[src/rtl/alu_cmd_issuer.sv]
// Byte-stream command front end for the ALU: assembles CC/DD frames, issues one
// ALU operation, and returns the 16-bit result (or an error byte) low byte first.
//
// state    | meaning
// ---------+-----------------------------------------------------------
// IDLE     | waiting for a frame header, other bytes dropped
// GET_A    | next byte is operand A
// GET_B    | next byte is operand B
// GET_FUN  | next byte carries the function code in bits [3:0]
// ISSUE    | ALU_EN high for this single cycle
// WAIT     | waiting for OUT_VALID, bounded by TIMEOUT cycles
// SEND_LO  | presenting result low byte until accepted
// SEND_HI  | presenting result high byte until accepted
// SEND_ERR | presenting ERR_CODE until accepted
module alu_cmd_issuer #(
  parameter int DATA_WIDTH = 8,
  parameter int OUT_WIDTH  = 2 * DATA_WIDTH,
  parameter int TIMEOUT    = 15,
  parameter logic [DATA_WIDTH-1:0] CMD_FULL  = 8'hCC,
  parameter logic [DATA_WIDTH-1:0] CMD_REUSE = 8'hDD,
  parameter logic [DATA_WIDTH-1:0] ERR_CODE  = 8'hEE
) (
  input  logic                  CLK,
  input  logic                  RST,
  input  logic [DATA_WIDTH-1:0] RX_DATA,
  input  logic                  RX_VALID,
  output logic [DATA_WIDTH-1:0] ALU_A,
  output logic [DATA_WIDTH-1:0] ALU_B,
  output logic [3:0]            ALU_FUN,
  output logic                  ALU_EN,
  input  logic [OUT_WIDTH-1:0]  ALU_OUT,
  input  logic                  OUT_VALID,
  output logic [DATA_WIDTH-1:0] TX_DATA,
  output logic                  TX_VALID,
  input  logic                  TX_READY,
  output logic                  BUSY,
  output logic                  ERR
);

  typedef enum logic [3:0] {
    IDLE, GET_A, GET_B, GET_FUN, ISSUE, WAIT, SEND_LO, SEND_HI, SEND_ERR
  } state_t;

  localparam logic [7:0] CNT_LAST = 8'(TIMEOUT - 1);

  state_t                state;
  logic [DATA_WIDTH-1:0] a_reg;
  logic [DATA_WIDTH-1:0] b_reg;
  logic [DATA_WIDTH-1:0] hi_byte;
  logic [7:0]            cnt;

  always_ff @(posedge CLK) begin
    if (RST) begin
      state    <= IDLE;
      a_reg    <= '0;
      b_reg    <= '0;
      hi_byte  <= '0;
      cnt      <= '0;
      ALU_A    <= '0;
      ALU_B    <= '0;
      ALU_FUN  <= '0;
      ALU_EN   <= 1'b0;
      TX_DATA  <= '0;
      TX_VALID <= 1'b0;
      BUSY     <= 1'b0;
      ERR      <= 1'b0;
    end else begin
      ALU_EN <= 1'b0;
      ERR    <= 1'b0;
      case (state)
        IDLE: begin
          if (RX_VALID) begin
            if (RX_DATA == CMD_FULL) begin
              state <= GET_A;
              BUSY  <= 1'b1;
            end else if (RX_DATA == CMD_REUSE) begin
              state <= GET_FUN;
              BUSY  <= 1'b1;
            end
          end
        end
        GET_A: begin
          if (RX_VALID) begin
            a_reg <= RX_DATA;
            state <= GET_B;
          end
        end
        GET_B: begin
          if (RX_VALID) begin
            b_reg <= RX_DATA;
            state <= GET_FUN;
          end
        end
        GET_FUN: begin
          // ALU operand outputs load here so they are valid alongside ALU_EN
          if (RX_VALID) begin
            ALU_A   <= a_reg;
            ALU_B   <= b_reg;
            ALU_FUN <= RX_DATA[3:0];
            ALU_EN  <= 1'b1;
            state   <= ISSUE;
          end
        end
        ISSUE: begin
          cnt   <= '0;
          state <= WAIT;
        end
        WAIT: begin
          if (OUT_VALID) begin
            hi_byte  <= ALU_OUT[OUT_WIDTH-1:DATA_WIDTH];
            TX_DATA  <= ALU_OUT[DATA_WIDTH-1:0];
            TX_VALID <= 1'b1;
            state    <= SEND_LO;
          end else if (cnt == CNT_LAST) begin
            ERR      <= 1'b1;
            TX_DATA  <= ERR_CODE;
            TX_VALID <= 1'b1;
            state    <= SEND_ERR;
          end else begin
            cnt <= cnt + 8'd1;
          end
        end
        SEND_LO: begin
          if (TX_READY) begin
            TX_DATA <= hi_byte;
            state   <= SEND_HI;
          end
        end
        SEND_HI, SEND_ERR: begin
          if (TX_READY) begin
            TX_DATA  <= '0;
            TX_VALID <= 1'b0;
            BUSY     <= 1'b0;
            state    <= IDLE;
          end
        end
        default: begin
          state    <= IDLE;
          TX_VALID <= 1'b0;
          BUSY     <= 1'b0;
        end
      endcase
    end
  end

endmodule

[config.mk]
export PLATFORM = sky130hd
export DESIGN_NAME = alu_cmd_issuer
export DESIGN_NICKNAME = d
export VERILOG_FILES = /design/src/rtl/alu_cmd_issuer.sv
export SDC_FILE = /design/constraint.sdc
export NUM_CORES = 1
export LEC_CHECK = 0
export CORE_MARGIN = 5
export CORE_UTILIZATION = 53
export CTS_BUF_LIST = sky130_fd_sc_hd__clkbuf_4
export DETAILED_ROUTE_END_ITERATION = 8
export PLACE_DENSITY_LB_ADDON = 0.25
export SLEW_MARGIN = 30
export SYNTH_ARGS = -nofsm -noshare
export SYNTH_HDL_FRONTEND = slang
export SYNTH_SLANG_ARGS = --single-unit
[constraint.sdc]
create_clock -name CLK -period 2.3 [get_ports CLK]
set_clock_uncertainty 0.1 [all_clocks]
set_input_delay 0.46 -clock CLK [delete_from_list [all_inputs] [get_ports CLK]]
set_output_delay 0.46 -clock CLK [all_outputs]
set_load 0.005 [all_outputs]
# Yosys cells after proc, flatten, opt, wreduce, memory -nomap -nowiden
# Cells that the tools add are included.
word_totals:
  out_inout_bits: 32
  reg_bits: 68
  wordCells: 85
  in_bits: 29
classes:
  mux: 29
  add_sub_neg: 1
  n_reduce_logical: 17
  n_bitwise: 4
  n_eq_ne: 21
op_table:
  columns: ["op", "n"]
  rows:
  - ["8-bit 2-to-1 mux", 6]
  - ["4-bit 2-to-1 mux", 10]
  - ["4-bit case mux with 8 select lines", 1]
  - ["8-bit case mux with 3 select lines", 1]
  - ["4-bit by 3-bit == test with 1-bit output (second input constant)", 4]
  - ["8-bit == test (second input constant)", 2]
  - ["2-bit != test (second input constant)", 8]
  - ["8-bit case mux with 2 select lines", 1]
  - ["6-bit OR reduction", 2]
  - ["8-bit by 1-bit adder with 8-bit output (second input constant)", 1]
  - ["4-bit by 2-bit == test with 1-bit output (second input constant)", 2]
  - ["8-bit by 4-bit == test with 1-bit output (second input constant)", 1]
  - ["1-bit 2-to-1 mux", 8]
  - ["2-bit AND reduction", 4]
  - ["4-bit AND reduction", 2]
  - ["8-bit AND reduction", 1]
  - ["3-bit != test (second input constant)", 2]
  - ["1-bit case mux with 3 select lines", 2]
  - ["3-bit AND reduction", 2]
  - ["4-bit by 1-bit == test with 1-bit output (second input constant)", 1]
  - ["4-bit == test (second input constant)", 1]
  - ["4-bit logical NOT", 1]
  - ["1-bit inverter", 4]
  - ["2-bit OR reduction", 2]
  - ["3 further kinds", 3]

# Longest topological paths before layout
depth:
  ltp_word: 5
  depth_mapped: 7
  mapped_depth_nobuf: 6

# Worst setup path after synthesis
# OpenSTA, ideal clock, no wires.
synth_path:
  path_kind: "reg-to-reg"
  start: "reg state[0]"
  end: "reg TX_DATA[5]"
  period_less_slack_ns: 1.931
  t_required_ns: 2.121
  setup_time_ns: 0.079
  n_path_buf: 2
  t_arrival_ns: 1.752
  setup_slack_ns: 0.369
  stages_incl_launch_ff: 8
  cell_sequence: "dfxtp_1 -> buf_6 -> or4b_4 -> o31a_4 -> nor3_4 -> buf_6 -> nor2_2 -> a211oi_2"
synth_via:
  elab_chain_cells: 4
  word_cells_on_any_way: 11
  cone_classes: "7 x eq/ne; 1 x mux; 3 x reduce/logical"
synth_lines:
  columns: ["item", "line", "text"]
  rows:
  - ["start, declared", "46", "state_t state;"]
  - ["start signal, assigned", "54", "state <= IDLE;"]
  - ["start signal, assigned", "74", "state <= GET_A;"]
  - ["start signal, assigned", "77", "state <= GET_FUN;"]
  - ["4-bit by 3-bit == test with 1-bit output / 4-bit == test (equally long branches)", "70", "case (state)"]
  - ["2-bit OR reduction", "70", null]
  - ["2-bit != test (no source line) / 3-bit nonzero test (equally long branches)", null, null]
  - ["4-bit AND reduction (no source line)", null, null]
  - ["end signal, assigned", "111", "TX_DATA <= ALU_OUT[DATA_WIDTH-1:0];"]
  - ["end signal, assigned", "125", "TX_DATA <= hi_byte;"]
  - ["end, declared", "33", "output logic [DATA_WIDTH-1:0] TX_DATA,"]
# Parallel ways exist; a longest one is shown, timed or not.
# A chain may end at the register's enable or synchronous reset.

# Final worst setup path
layout_path:
  start: "reg cnt[4]"
  end: "reg TX_VALID"
layout_via:
  elab_chain_cells: 3
layout_lines:
  columns: ["item", "line", "text"]
  rows:
  - ["start, declared", "50", "logic [7:0] cnt;"]
  - ["start signal, assigned", "120", "cnt <= cnt + 8'd1;"]
  - ["8-bit by 4-bit == test with 1-bit output", "114", "end else if (cnt == CNT_LAST) begin"]
  - ["3-bit != test (no source line)", null, null]
  - ["3-bit AND reduction (no source line)", null, null]
  - ["end signal, assigned", "112", "TX_VALID <= 1'b1;"]
  - ["end signal, assigned", "117", "TX_VALID <= 1'b1;"]
  - ["end signal, assigned", "132", "TX_VALID <= 1'b0;"]
  - ["end, declared", "34", "output logic TX_VALID,"]
# No other way between the ends.

==> flow_summary_export.csv <==
group,metric,value,unit
clock_tree,root_buffer,"clkbuf_4",
power,irDropWorstVdd,0.395,mV
logic_synthesis,synth-edff-count,0,
timing,fmax,0.472,GHz
setup_path,critPathMaxFanout,6,
drt,via_count,2715,
timing,final_max_slew_viol_count,0,
placement,dp_hpwl,5070,µm
die,fp.dieH,84.5,µm
status,status,"completed",
clock_tree,cts_tree,"yes",
grt,grt_pass1_wl,12000,µm
drt,drtPass1Iterations,5,
setup_path,cp_slowest_cell,"nor4_2",
finish,area_growth,30.5,%
setup_path,worstSetupEndpointType,"flop",
placement,gp_congestion,0.843,
die,pin_count,61,
logic_synthesis,synth_flop_cell,"dfxtp_1",
finish,final_area,3840,µm²
logic_synthesis,synth_nets,379,
job,cap_violations,0,
logic_synthesis,syn_inst,348,
timing,period_needed,2120,ps
clock_tree,cts_buffer_depth,2,
clock_tree,cts_resized,0,
finish,final_common_cell,"dfxtp_1",
timing,timing.final.crit_share,92.0,%
grt,antenna_found_initial,0,
drt,totalWireLength,7210,µm
setup_path,required,2480,ps
setup_path,crit_type,"reg2reg",
clock_tree,htree_levels,3,
logic_synthesis,synth_cell_types,50,
logic_synthesis,syn_area_per_cell,8.46,µm²
timing,worst_slew_pin_slew,611,ps
drt,drc_errors,0,
die,die_area,7150,µm²
grt,grt_max_degree,36,
clock_tree,post_cts_buffers,0,
power,powerDensity,631,nW/µm²
drt,drt-initial-drc-count,165,
setup_path,crit_family,"simple AND/OR/NAND/NOR gates",
grt,overflow,0,
setup_path,worstPathCellList,"nor4_2 > a311oi_4 > buf_4 > nor3_1 > mux2i_1 > nor2_1",
setup_path,max_stage_delay,460,ps
finish,drive_gt1_share,12.5,%
die,start_util,54.2,%
clock_tree,clkSinkCount,68,
logic_synthesis,yosysWarnings,0,
grt,grt_use_total,20.7,%
logic_synthesis,ys_seq_area_share,46.2,%
timing,finalHoldViolCount,0,
placement,dpl_cell_area,3720,µm²
placement,port_buffers,60,
drt,vias_per_cell,5.48,
power,leakagePower,1.49,nW
die,die_w,84.5,µm
die,core,5440,µm²
setup_path,cp.arrival,2290,ps
finish,n_antenna_cell,0,
clock_tree,hold_buffers,0,
hold_path,min-delay-path-class,"reg2reg",
clock_tree,clkTransAtPathRegs,110,ps
finish,final_cell_mix,"dfxtp_1 (68), clkdlybuf4s50_1 (59), nand2_1 (53), a21oi_1 (48), nor2_1 (39)",
finish,n_fill_cell,458,
logic_synthesis,syn_area,2950,µm²
finish,nets,450,
setup_path,worst-path-buf-inv,1,
timing,grt_setup_unrepaired,"no",
clock_tree,cts_buffers,9,
placement,placed_cells,480,
clock_tree,clk_latency,410,ps
die,rows,27,
finish,multi_input_area,1450,µm²
finish,final-seq-area,1360,µm²
timing,slew_headroom,59.3,%
logic_synthesis,async_flop_share,0,%
finish,layout.cells.non_filler,495,
timing,setup_viol,0,
grt,grt_pass1_vias,2711,
logic_synthesis,ys_ff_latch,68,
setup_path,worst_setup_path_start_kind,"flop",
drt,ant_nets,0,
drt,post_drt_wl_per_cell,14.6,µm
[area by class of cell]
class	instances	area share, %
repair buffers	84	20.8
well taps	72	2.34
multi-input cells	245	37.7
clock buffers	9	1.76
inverters	11	1.07
clock inverters	6	0.847
flip-flops and latches	68	35.4
[kinds of logic (layout without fill, tap and decap cells)]
kind of cell | Yosys count | after routing | synth area share, %
xor+xnor | 7 | 7 | 2.08
simple gates | 139 | 139 | 22.5
fa+ha+maj | 2 | 2 | 0.849
mux | 18 | 18 | 6.16
flops | 68 | 68 | 46.2
buf+inv | 35 | 110 | 5.18
compound gates | 79 | 79 | 17.0
[per-layer routing]
layer	vias to the layer above	routed length [µm]	track usage, %
met2	100	3550	34.9
met5	-	0	0
met4	0	191	11.5
met3	19	451	4.22
li1	1355	-	-
met1	1241	3020	24.5
[worst register-to-register path, stage by stage, from the launching register on]
cell and delay, ps:
dfxtp_1 370, nor4_2 460, a311oi_4 210, buf_4 200, nor3_1 370, mux2i_1 230
nor2_1 50
[power breakdown]
group	switching, mW	total [mW]	internal, mW
sequential	0.0413	1.27	1.23
clock	0.415	0.622	0.207
combinational	0.271	0.533	0.262
[Yosys cell counts, types with 3 or more instances]
master,number,area share [%]
o21ai_0,4,0.68
nand3_1,12,2.0
mux2i_1,17,5.8
and3_1,4,0.85
inv_1,11,1.4
and4_1,3,0.89
nor2b_1,3,0.64
nand4b_1,3,0.89
nand2_1,53,6.8
nor2_1,39,5.0
clkbuf_1,19,2.4
nor3_1,6,1.0
a21oi_1,48,8.2
xor2_1,6,1.8
dfxtp_1,68,46
a211oi_1,8,2.0
[stage by stage]
stage                     total power [mW]  setup TNS (ps)  util (%)  hold slack (ps)  worst slack, ps
after global placement                1.80           -49.6      68.5              338            -49.6
final                                 2.42               0      70.6              359              183
after CTS                             2.43               0      70.3              360             81.0
after detailed placement              1.82           -74.4      68.5              346            -74.4
after floorplan                       1.63               0         -              332              369
after global routing                  2.55               0      70.6              375             76.6
[final timing paths]
check                  end      from  slack [ps]  cells past startpoint
setup reg to reg  TX_VALID    cnt[4]         180                      6
hold / removal    ALU_B[2]  b_reg[2]         360                      2
setup / recovery  TX_VALID    cnt[4]         180                      6
hold reg to reg   ALU_B[2]  b_reg[2]         360                      2
Note: power is estimated with default switching activity, not from simulation.
==> variant (same flow settings) <==
Set the parameter `DATA_WIDTH` to 10 (it was 8).
--- a/src/rtl/alu_cmd_issuer.sv
+++ b/src/rtl/alu_cmd_issuer.sv
@@ -13,7 +13,7 @@
 // SEND_HI  | presenting result high byte until accepted
 // SEND_ERR | presenting ERR_CODE until accepted
 module alu_cmd_issuer #(
-  parameter int DATA_WIDTH = 8,
+  parameter int DATA_WIDTH = 10,
   parameter int OUT_WIDTH  = 2 * DATA_WIDTH,
   parameter int TIMEOUT    = 15,
   parameter logic [DATA_WIDTH-1:0] CMD_FULL  = 8'hCC,
Interface: changed (5 resized); port bits go from 61 to 73. No check against the original RTL was run, so the function may have changed too.
==> variant against the original RTL <==
- non-clock buffer count up 14
- synthesized area rose by 13%
- count of clock-buffer cells in the layout is the same
- sequential cell count rose by 12
- highest routed layer unchanged
- cell count rose by 12%
- worst setup slack got worse by 0.020 ns
- routed wire length up 14%
- design area up 13%
- register-to-register slack gained 0.097 ns
Power is not compared: it rests on default switching activity, and its combinational part moved more than twofold at a synthesized area within 25%.
==> variant: results (changes against the original RTL) <==
Outcome
  – Outcome: finished, final reports clean (unchanged)

Routing
  – Met3 wire length: 593 um (was 451 um)
  – Routed wl met2: 3851 um (was 3545 um)
  – Drt first pass iters: 4 (was 5)
  – Via/cell ratio: 5.505 (was 5.485)
  – Drt initial violations: 138 (was 165)

Layout
  – Layout Nets: 510 (was 450)
  – Layout clock area frac: 2.391% (was 2.605%)
  – Data buffer area share: 21.83% (was 20.84%)
  – # fillers: 510 (was 458)
  – Layout cell share with drive strength beyond 1: 10.06% (was 12.53%)
  – Inverter count: 6 (was 11)
  – Sequential cell count: 80 (was 68)

Global routing
  – Met3 Usage GRT: 5.622% (was 4.220%)
  – Vias in the first global route: 2,879 (was 2,711)
  – Grt met2 use: 34.43% (was 34.95%)

STA
  – Slew headroom: 66.25% (was 59.29%)

Place
  – Port bufs: 72 (was 60)
  – HPWL Detailed: 5967 um (was 5065 um)
  – Cell count after placement: 539 (was 480)

Synthesis
  – Post-Synth XOR/XNOR Area: 1.051% (was 2.082%)
  – Synthesized-area fraction occupied by adder cells: 0.7505% (was 0.8496%)
  – Mapped Nets: 430 (was 379)
  – Proportion of synthesized area in mux cells: 6.304% (was 6.160%)
  – Mapped Cells: 393 (was 348)

Worst hold path
  – Hold path endpoint: ALU_A[6] (was ALU_B[2])
  – Hold Startpoint: a_reg[6] (was b_reg[2])

Worst setup path
  – Worst path max stage delay: 0.53 ns (was 0.46 ns)
  – R2R setup slack: 0.28 ns (was 0.18 ns)
variant: worst max path at each step:
stage,end,slack [ns],cells after the start
3_3_place_gp,state[2],-0.17,7
2_1_floorplan,state[2],0.28,7
3_5_place_dp,state[2],-0.24,6
6_report,state[2],0.16,6
5_1_grt,state[2],0.07,7
4_1_cts,state[2],0.19,7
variant: tightest hold or removal path: stages (launching register included):
cell	delay (ns)
dfxtp_1	0.33
nand2_1	0.05
a21oi_1	0.05
variant: per-stage QoR:
| step | TNS (ns) | utilization [%] | setup slack [ns] |
|---|---|---|---|
| 3_3_place_gp | -0.1677 | 67.94 | -0.1677 |
| 4_1_cts | 0 | 69.61 | 0.1933 |
| 5_1_grt | 0 | 69.61 | 0.07013 |
| 2_1_floorplan | 0 | - | 0.2815 |
| 3_5_place_dp | -0.3901 | 67.94 | -0.2363 |
| 6_report | 0 | 69.61 | 0.1638 |
